==> config.mk <==
export PLATFORM = sky130hd
export DESIGN_NAME = hazard_ctrl
export DESIGN_NICKNAME = d
export VERILOG_FILES = /design/src/rtl/hazard_ctrl.sv
export SDC_FILE = /design/constraint.sdc
export NUM_CORES = 1
export LEC_CHECK = 0
export ABC_AREA = 1
export BUFFER_PORTS_ARGS = -buffer_cell sky130_fd_sc_hd__buf_2
export CAP_MARGIN = 10
export CORE_MARGIN = 2
export CORE_UTILIZATION = 44
export DETAILED_ROUTE_END_ITERATION = 10
export GPL_TIMING_DRIVEN = 0
export PLACE_DENSITY = 0.95
export RECOVER_POWER = 25
export REMOVE_ABC_BUFFERS = 1
export SYNTH_ARGS = -nofsm -noshare
export SYNTH_HDL_FRONTEND = slang
export SYNTH_SLANG_ARGS = --single-unit
==> constraint.sdc <==
create_clock -name clk -period 3.79 [get_ports clk]
set_input_delay 0.9475 -clock clk [delete_from_list [all_inputs] [get_ports clk]]
set_output_delay 0.9475 -clock clk [all_outputs]
set_load 0.005 [all_outputs]
==> src/rtl/hazard_ctrl.sv <==
// hazard_ctrl: stall/flush/forward control for the five-stage riscky pipeline.
// Handles RAW forwarding, load-use bubbles, branch squash, and a data-memory
// wait FSM with a timeout watchdog.
// Optional build macro HAZARD_PERF_CNT_EN adds the stall/flush perf counters;
// without it the counter ports are tied to zero.
module hazard_ctrl #(
    parameter int REG_ADDR_W  = 5,
    parameter int MEM_TIMEOUT = 255,
    parameter int CNT_W       = 32
) (
    input  logic                  clk,
    input  logic                  rst_n,
    input  logic [REG_ADDR_W-1:0] rs1_d,
    input  logic [REG_ADDR_W-1:0] rs2_d,
    input  logic [REG_ADDR_W-1:0] rs1_e,
    input  logic [REG_ADDR_W-1:0] rs2_e,
    input  logic [REG_ADDR_W-1:0] rd_e,
    input  logic                  result_src_e0,
    input  logic                  pc_src_e,
    input  logic [REG_ADDR_W-1:0] rd_m,
    input  logic [REG_ADDR_W-1:0] rd_w,
    input  logic                  reg_write_m,
    input  logic                  reg_write_w,
    input  logic                  mem_req_m,
    input  logic                  mem_ready_m,
    output logic [1:0]            forward_a_e,
    output logic [1:0]            forward_b_e,
    output logic                  stall_f,
    output logic                  stall_d,
    output logic                  stall_e,
    output logic                  stall_m,
    output logic                  flush_d,
    output logic                  flush_e,
    output logic                  flush_w,
    output logic                  mem_timeout,
    output logic [CNT_W-1:0]      stall_cycles,
    output logic [CNT_W-1:0]      flush_count
);

    localparam logic [0:0] S_RUN  = 1'b0;
    localparam logic [0:0] S_WAIT = 1'b1;

    // Wide enough to hold MEM_TIMEOUT itself; the counter never exceeds it.
    localparam int WCNT_W = (MEM_TIMEOUT < 2) ? 1 : $clog2(MEM_TIMEOUT + 1);

    localparam logic [WCNT_W-1:0] WCNT_MAX = WCNT_W'(MEM_TIMEOUT);
    localparam logic [WCNT_W-1:0] WCNT_ONE = WCNT_W'(1);

    logic [0:0]        state_q, state_d;
    logic [WCNT_W-1:0] wcnt_q, wcnt_d;

    logic lw_stall;
    logic mem_start;
    logic wait_hold;
    logic freeze;
    logic timeout_hit;

    // Operand source select: memory-stage result is younger, so it wins.
    function automatic logic [1:0] fwd_sel(input logic [REG_ADDR_W-1:0] rs);
        if (reg_write_m && (rd_m != '0) && (rd_m == rs))
            return 2'b10;
        else if (reg_write_w && (rd_w != '0) && (rd_w == rs))
            return 2'b01;
        else
            return 2'b00;
    endfunction

    assign lw_stall    = result_src_e0 && (rd_e != '0) &&
                         ((rd_e == rs1_d) || (rd_e == rs2_d));
    // The cycle that discovers a busy memory already freezes the pipe.
    assign mem_start   = (state_q == S_RUN)  && mem_req_m && !mem_ready_m;
    assign wait_hold   = (state_q == S_WAIT) && !mem_ready_m;
    assign freeze      = mem_start || wait_hold;
    assign timeout_hit = wait_hold && (wcnt_q == WCNT_MAX);

    // Memory-wait FSM next state and watchdog count.
    always_comb begin
        state_d = state_q;
        wcnt_d  = wcnt_q;
        case (state_q)
            S_RUN: begin
                if (mem_start) begin
                    state_d = S_WAIT;
                    wcnt_d  = WCNT_ONE;
                end
            end
            S_WAIT: begin
                if (mem_ready_m || timeout_hit) begin
                    // Timeout abandons the access as if it had completed.
                    state_d = S_RUN;
                    wcnt_d  = '0;
                end else begin
                    wcnt_d  = wcnt_q + WCNT_ONE;
                end
            end
            default: begin
                state_d = S_RUN;
                wcnt_d  = '0;
            end
        endcase
    end

    // FSM state registers.
    always_ff @(posedge clk or negedge rst_n) begin
        if (!rst_n) begin
            state_q <= S_RUN;
            wcnt_q  <= '0;
        end else begin
            state_q <= state_d;
            wcnt_q  <= wcnt_d;
        end
    end

    // Stage controls; priority is memory freeze > branch flush > load-use.
    // Reset is folded in so the stage registers see bubbles immediately.
    always_comb begin
        forward_a_e = 2'b00;
        forward_b_e = 2'b00;
        stall_f     = 1'b0;
        stall_d     = 1'b0;
        stall_e     = 1'b0;
        stall_m     = 1'b0;
        flush_d     = 1'b0;
        flush_e     = 1'b0;
        flush_w     = 1'b0;
        mem_timeout = 1'b0;
        if (!rst_n) begin
            flush_d = 1'b1;
            flush_e = 1'b1;
            flush_w = 1'b1;
        end else begin
            forward_a_e = fwd_sel(rs1_e);
            forward_b_e = fwd_sel(rs2_e);
            mem_timeout = timeout_hit;
            if (freeze) begin
                stall_f = 1'b1;
                stall_d = 1'b1;
                stall_e = 1'b1;
                stall_m = 1'b1;
                flush_w = 1'b1;
            end else if (pc_src_e) begin
                flush_d = 1'b1;
                flush_e = 1'b1;
            end else if (lw_stall) begin
                stall_f = 1'b1;
                stall_d = 1'b1;
                flush_e = 1'b1;
            end
        end
    end

`ifdef HAZARD_PERF_CNT_EN
    logic [CNT_W-1:0] stall_cycles_q;
    logic [CNT_W-1:0] flush_count_q;

    // Perf counters; free-running and wrap naturally at 2^CNT_W.
    always_ff @(posedge clk or negedge rst_n) begin
        if (!rst_n) begin
            stall_cycles_q <= '0;
            flush_count_q  <= '0;
        end else begin
            if (stall_f || stall_d || stall_e || stall_m)
                stall_cycles_q <= stall_cycles_q + CNT_W'(1);
            if (flush_d || flush_e)
                flush_count_q <= flush_count_q + CNT_W'(1);
        end
    end

    assign stall_cycles = stall_cycles_q;
    assign flush_count  = flush_count_q;
`else
    assign stall_cycles = '0;
    assign flush_count  = '0;
`endif

endmodule

### Word-level counts from Yosys, hierarchy flattened

Cells that the tools add are included.

| storage, ports and cells | value |
|---|---|
| flip-flop bits (word level) | 9 |
| input bits | 43 |
| output and inout bits | 76 |
| word-level logic and storage cells | 57 |

| operators by class | value |
|---|---|
| $add $sub $neg | 1 |
| equal/unequal tests | 8 |
| multiplexer cells | 26 |
| bitwise gates (word level) | 1 |
| reduce and logical (&&, ||, !) cells | 19 |

Operators by type and width:

| cell | count |
|---|---|
| $eq A5 B5 Y1 | 6 |
| $mux W1 | 18 |
| $mux W8 | 2 |
| $pmux W8 S2 | 1 |
| $reduce_bool A5 Y1 | 3 |
| $logic_and A1 B1 Y1 | 12 |
| $add A8 B1 Y8 const B | 1 |
| $eq A8 B8 Y1 const B | 1 |
| $mux W2 | 4 |
| $logic_or A1 B1 Y1 | 3 |
| $ne A2 B2 Y1 const B | 1 |
| $pmux W1 S2 | 1 |
| $logic_not A1 Y1 | 1 |
| $not A1 Y1 | 1 |

### Longest topological paths before layout

Gate-level depths: netlist of run 1.

| depth | value |
|---|---|
| depth after elaboration | 7 |
| mapped depth | 9 |
| mapped depth without buffers | 8 |

### Least setup slack after synthesis of run 1

No wires, ideal clock.

| timing path | value |
|---|---|
| kind | input port to output port |
| from | in mem_ready_m |
| to | out stall_f |
| data arrival time | 1616 ps |
| required time | 2843 ps |
| path slack | 1227 ps |
| stages on the path | 8 |
| buffers on the path | 1 |
| path through | nor2_1 -> inv_1 -> nand2_1 -> inv_2 -> nor2_2 -> inv_1 -> nand2_1 -> buf_4 |

| between the ends | value |
|---|---|
| word-level cells in the longest chain between the ends | 5 |
| elaborated cells on any way between the ends | 6 |
| classes of those cells | mux (2); reduce/logical (4) |

RTL lines:

| element | RTL line | source |
|---|---|---|
| start, declared | 25 | `input logic mem_ready_m,` |
| $logic_not A1 Y1 (*) | 71, 72 |  |
| $logic_and A1 B1 Y1 (on tied branches) | 71, 72 |  |
| $logic_or A1 B1 Y1 (*) | 73 | `assign freeze = mem_start \|\| wait_hold;` |
| $mux W1 (*) (2 in series) | - |  |
| end, declared | 28 | `output logic stall_f,` |

Every way passes the cells marked *; elsewhere a longest branch is shown, timed or not.

### Final worst setup path of run 1

| timing path | value |
|---|---|
| from | in rst_n |
| to | out mem_timeout |

| between the ends | value |
|---|---|
| word-level cells in the longest chain between the ends | 1 |

RTL lines:

| element | RTL line | source |
|---|---|---|
| start, declared | 12 | `input logic rst_n,` |
| $mux W1 | 127 | `if (!rst_n) begin` |
| end, declared | 35 | `output logic mem_timeout,` |

Every way passes these cells.

==> results of run 1 <==
-- cells in the mapped netlist (all sizes together), types with 2 or more instances --
master  instances
o22ai           2
buf            66
xnor2          19
nor4            3
dfrtp           9
a21oi           8
inv            34
o21ai           7
nand2          57
nand3          15
nor3            2
nor2           24
xor2            2
-- sequential cells by signal, summed over array words and instances, names as in the netlist --
| register | cells |
|---|---|
| wcnt_q | 8 |
| state_q | 1 |
-- kinds of logic (layout without fill, tap and decap cells) --
family          count (synthesis)  after routing
compound gates                 17             17
xor+xnor                       21             21
fa+ha+maj                       1              1
buf+inv                       100             92
flops                           9              9
other cells                     1             64
simple gates                  104            104
-- power by group --
group | internal, uW | total [uW] | switching, uW | leakage, uW
registers | 103 | 111 | 7.94 | 0.000121
clock network | 40.9 | 81.3 | 40.3 | 0.0000150
logic | 54.8 | 136 | 80.7 | 0.000889
-- worst reg2reg max path, delay by kind of cell, from the launching register on --
family / cells / cell delay, ps
simple gates: 5 / 450
fa+ha+maj: 1 / 210
compound gates: 1 / 150
flops: 1 / 410
buf+inv: 1 / 90
-- routing by layer --
layer  vias to the layer above  global-route usage [%]  part of all wire [%]
li1                        755                       -                     -
met1                       652                    16.4                    39
met2                        81                    28.1                    51
met3                         5                    1.76                   8.6
met4                         0                    6.79                   1.6
met5                         -                       0                     0
-- worst max path at each step --
| stage | from | end | slack, ps | cells after the start |
|---|---|---|---|---|
| after CTS | rst_n | mem_timeout | 830 | 4 |
| after global routing | rst_n | mem_timeout | 760 | 4 |
| after floorplan | mem_ready_m | stall_d | 1300 | 7 |
| after detailed placement | rst_n | mem_timeout | 840 | 4 |
| after global placement | rst_n | mem_timeout | 830 | 4 |
| final | rst_n | mem_timeout | 850 | 4 |
-- metrics by stage --
step / cells / hold slack [ps] / power [uW]
after detailed placement: 350 / 497 / 247
after global routing: 354 / 547 / 351
final: 354 / 531 / 328
after global placement: 350 / 492 / 242
after floorplan: 250 / 475 / 194
after CTS: 354 / 514 / 327
-- final cells by class --
type / instances / area, um2 / area share, %
timing repair buffer: 54 / 270 / 16.1
clock buffer: 4 / 26.3 / 1.57
sequential: 9 / 225 / 13.4
tap: 46 / 57.6 / 3.43
inverter: 34 / 128 / 7.61
multi-input combinational: 207 / 970 / 57.8
==> metrics.md, run 1 <==
| Metric | Value |
|---|---|
| R2R setup slack | about 2400 ps |
| Fin. max-slew vios | 0 |
| Min cycle time layout | approximately 3000 ps |
| Most frequent cells in the layout | conb_1 (64), nand2_1 (57), buf_2 (54) |
| Sinks on Clock Net | 9 |
| Setup slack after layout | 848 ps |
| Hold Path Origin | wcnt_q[1] |
| Min-Delay Endpoint | wcnt_q[1] |
| Maximum resistive drop on vdd | just over 80 uV |
| Avg Cell Area, Syn | approximately 6.3 um2 |
| Routability congestion estimate | 0.834 |
| Via-per-instance ratio | roughly 4.2 |
| Overall global routing resource usage | about 15% |
| Largest family of logic cells by synthesized area | buffers and inverters |
| Initial antenna violation count | 0 |
| Syn. warnings | 0 |
| Post-Synthesis Cells | 253 |
| Layout Nets | 353 |
| Post-synth EDFFs | 0 |
| Maxcap violations | 0 |
| Htree depth | 1 |
| Layout cells sized above 1 | 20.8% |
| Min-Delay Path Depth | 2 |
| Most common cell after layout, fill and taps aside | conb_1 |
| Die ar. | between 4000 and 5000 um2 |
| Endpoint class of the critical path | primary output |
| Max FO, Critical Path | 13 |
| Fin Setup TNS | 0 ps |
| First drt pass iteration count | 4 |
| Num CTS Buffers | 3 |
| Period utilization | between 70% and 80% |
| Top delay family on crit path | buffers and inverters |
| Synth Area in Simple Gates | around 28% |
| Area after DPL | approximately 1700 um2 |
| DIE HEIGHT | between 60 and 70 um |
| HP Class | flop to flop |
| Final-layout fill cell count | around 340 |
| Post-synth ARST share | 100% |
| CP cell instances | buf_2 -> inv_1 -> nor4_1 -> buf_2 |
| I/O Pins | between 100 and 150 |
| # resized after CTS | 0 |
| Yosys cell types | 23 |
| Delay of the slowest critical-path stage | 400 ps |
| Clock Path Buffers | 2 |
| Setup Slack @ Placement | 841 ps |
| WS Path Type | input pin to primary output |
| Fin area | 1680 um2 |
| Ys flop type | dfrtp_1 |
| Initial Util | roughly 47% |
| Slowest CP cell | nor4_1 |
| Final Hold Violating Endpoints | 0 |
| Critical path arrival | 1990 ps |
| Post-synthesis compound-gate area fraction | under 10% |
| # port buffers | 54 |
| First-pass GRT wire length | around 5000 um |
| Vias in the first global route | between 1000 and 1500 |
| GRT overflow | 0 |
| Worst-path clk slew | approximately 60 ps |
| Fin Clk Skew | between 1 and 1.5 ps |
| Yosys top cell by area | buf_4 |
| Synth Register Bits | 9 |
| CTS tree | done |
| Final ANT Viol Nets | 0 |
| R2R depth | 8 |
| Vias | 1493 |
| DRT Wirelength | approximately 3100 um |
| Outcome | finished, final reports clean |
| Pleak | around 0.0010 uW |
| CP dominant cell by count | buf_2 |
| Area delta synth->final | 6.01% |
| Residual DRC count | 0 |
| Num rows | 21 |
| Power density cells | around 200 nW/um2 |
| Core Region | about 3400 um2 |
| Initial DRC count | 45 |
| CP bufs+invs | 3 |
| Startpoint types | input pin |
| Largest net degree at the start of global routing | 14 |
| Wire length per cell | roughly 9 um |
| Post-synthesis sequential area ratio | 14.2% |
| Post-CTS setup buffers | 0 |
| Final core utilization | between 40% and 50% |
| # diodes | 0 |
| Clock Root Buffer | clkbuf_4 |
| # setup viols final | 0 |
| F_max | 0.340 GHz |
| Fraction of post-synthesis cell area in the top cell type by area | between 30% and 40% |
| Hold buffers post-CTS | 0 |
| CP required | between 2000 and 3000 ps |
| Final HPWL DP | ~2700 um |
| Xor and xnor fraction of the mapped netlist area | 11.6% |
| Clock Latency Late Sink | around 280 ps |
| Die width | 64.0 um |
| Post-Syn Area | roughly 1600 um2 |
| FF-to-FF End | wcnt_q[3] |
| Post-Synth Adder-Cell Area | less than 1% |
| Origin of the critical flop-to-flop path | wcnt_q[0] |
| Unrepaired setup endpoints after global routing | no |
| Ranking of synthesized cells by area | buf_4 (31%), dfrtp_1 (14%), nand2_1 (14%) |
| Multiplexer share of the synthesized area | 0% |
Power figures use the tool's default switching activity.
==> inputs of run 2 (changes only) <==
--- a/config.mk
+++ b/config.mk
@@ -9,10 +9,10 @@
 export BUFFER_PORTS_ARGS = -buffer_cell sky130_fd_sc_hd__buf_2
 export CAP_MARGIN = 10
 export CORE_MARGIN = 2
-export CORE_UTILIZATION = 44
+export CORE_UTILIZATION = 41
 export DETAILED_ROUTE_END_ITERATION = 10
 export GPL_TIMING_DRIVEN = 0
-export PLACE_DENSITY = 0.95
+export PLACE_DENSITY = 0.91
 export RECOVER_POWER = 25
 export REMOVE_ABC_BUFFERS = 1
 export SYNTH_ARGS = -nofsm -noshare
==> constraint.sdc (replaced) <==
create_clock -name clk -period 3 [get_ports clk]
set_input_delay 0.75 -clock clk [delete_from_list [all_inputs] [get_ports clk]]
set_output_delay 0.75 -clock clk [all_outputs]
set_load 0.005 [all_outputs]
==> run 2 against run 1 <==
Net effect:
- die area up 6.9%
- register-to-register slack got worse by 760 ps
- combinational power is 26% higher
- sequential power up 26%
- count of clock-buffer cells in the layout did not move
- utilization down 3.4 points
- power rose by 39%
- worst hold slack worse by 150 ps
- sequential share of layout area fell by 0.17 points
- global-route usage fell by 0.40 points
- non-clock buffer count is the same
- largest cell class unchanged
==> metrics.md, run 2 (synthesized netlist as in run 1, its figures left out) <==
| Metric | Value |
|---|---|
| Pleak | 0.00103 uW (+0.76%) |
| Core Region | 3690 um2 (+8.8%) |
| Origin of the critical flop-to-flop path | wcnt_q[0] |
| Initial antenna violation count | 0 (unchanged) |
| I/O Pins | 119 (unchanged) |
| Die ar. | 4370 um2 (+6.9%) |
| Die width | 66.1 um (+3.4%) |
| F_max | around 0.40 GHz |
| CP required | 2250 ps (-590 ps) |
| Layout cells sized above 1 | 20.8% (unchanged) |
| DIE HEIGHT | 66.1 um (+3.4%) |
| Power density cells | 269 nW/um2 (+37%) |
| Clock Root Buffer | clkbuf_8 |
| Wire length per cell | 8.69 um (-1.7%) |
| Num CTS Buffers | 3 (unchanged) |
| Via-per-instance ratio | 4.05 (-3.9%) |
| Maximum resistive drop on vdd | 108 uV (+34%) |
| Register with the most flip-flops | wcnt_q |
| Htree depth | 1 (unchanged) |
| Endpoint class of the critical path | primary output |
| # resized after CTS | 0 (unchanged) |
| Fin. max-slew vios | 0 (unchanged) |
| # setup viols final | 0 (unchanged) |
| Area delta synth->final | 7.36% |
| # diodes | 0 (unchanged) |
| Fin Setup TNS | 0 ps (unchanged) |
| Max reg flops | 8 (unchanged) |
| Layout Nets | 353 (unchanged) |
| Maxcap violations | 0 (unchanged) |
| First drt pass iteration count | 4 (unchanged) |
| Most common cell after layout, fill and taps aside | conb_1 |
| Tot Pwr | 456 uW (+39%) |
| GRT overflow | 0 (unchanged) |
| DRT Wirelength | 3100 um (-1.1%) |
| Final ANT Viol Nets | 0 (unchanged) |
| Final HPWL DP | 2720 um (+0.44%) |
| Crit. Startpoint | rst_n |
| WS Path Type | input pin to primary output |
| Final Hold Violating Endpoints | 0 (unchanged) |
| Clock Path Buffers | 2 (unchanged) |
| Overall global routing resource usage | 14.5% (-0.40 points) |
| HP Class | input pin to async pin |
| Initial DRC count | 25 (-44%) |
| Max FO, Critical Path | 13 (unchanged) |
| Post-CTS setup buffers | 0 (unchanged) |
| Largest net degree at the start of global routing | 14 (unchanged) |
| Most frequent cells in the layout | conb_1 (64), nand2_1 (57), buf_2 (54) |
| Residual DRC count | 0 (unchanged) |
| # port buffers | 54 (unchanged) |
| Vias in the first global route | 1289 (+5.5%) |
| Sinks on Clock Net | 9 (unchanged) |
| Num rows | 22 (+4.8%) |
| CTS tree | done |
| Unrepaired setup endpoints after global routing | no |
| Fin Clk Skew | 2.13 ps (+0.675 ps) |
| First-pass GRT wire length | 5050 um (+1.7%) |
| Startpoint types | input pin |
| Outcome | finished, final reports clean |
| Critical path arrival | 1760 ps (-230 ps) |
| Period utilization | between 80% and 90% |
| Vias | 1443 (-3.3%) |
| Top flop regs | wcnt_q (8), state_q (1) |
| Routability congestion estimate | 0.870 (+4.4%) |
| R2R setup slack | 1630 ps (-760 ps) |
| Worst-path clk slew | 50 ps (about the same) |
| Min cycle time layout | about 2500 ps |
| Hold buffers post-CTS | 0 (unchanged) |
| Initial Util | 42.9% (-3.8 points) |
| Clock Latency Late Sink | 240 ps (-40 ps) |
## run 2: path summary, 6_finish.rpt
| check | cells after the start | end |
|---|---|---|
| hold / removal | 1 | wcnt_q[7] |
| min in group clk | 2 | wcnt_q[1] |
| max in group asynchronous | 1 | wcnt_q[3] |
| setup reg to reg | 8 | wcnt_q[5] |
| hold reg to reg | 2 | wcnt_q[1] |
| setup / recovery | 4 | mem_timeout |
## run 2: routing by layer
| metal | share of wire (%) | GRT usage, % | up-vias |
|---|---|---|---|
| met5 | 0 | 0 | - |
| met4 | 1.3 | 7.14 | 0 |
| li1 | - | - | 753 |
| met2 | 53 | 28.1 | 67 |
| met1 | 39 | 15.1 | 618 |
| met3 | 6.5 | 1.70 | 5 |
## run 2: power breakdown
part | total [uW] | internal [uW] | switching, uW
combinational | 172 | 69.4 | 102
sequential | 140 | 131 | 9.29
clock | 145 | 92.9 | 51.9
total | 456 | 293 | 163
## run 2: metrics by stage
stage | hold WS [ps] | area, um2 | std cells | worst slack [ps] | utilization (%)
6_report | 382 | 1700 | 356 | 491 | 46.0
2_1_floorplan | 454 | 1320 | 250 | 906 | -
5_1_grt | 407 | 1700 | 356 | 379 | 46.0
3_5_place_dp | 506 | 1650 | 352 | 467 | 44.8
4_1_cts | 394 | 1700 | 356 | 458 | 46.0
3_3_place_gp | 494 | 1650 | 352 | 461 | 44.8
## run 2: final cells by class
type	instances	area, um2
Fill cell	404	1990
Multi-Input combinational cell	207	970
Timing Repair Buffer	54	270
Sequential cell	9	225
Inverter	34	128
Tap cell	48	60.1
Clock buffer	4	45.0
## run 2: critical path: stages
cell and delay (ps):
buf_2 250, inv_1 180, nor4_1 390, buf_2 180
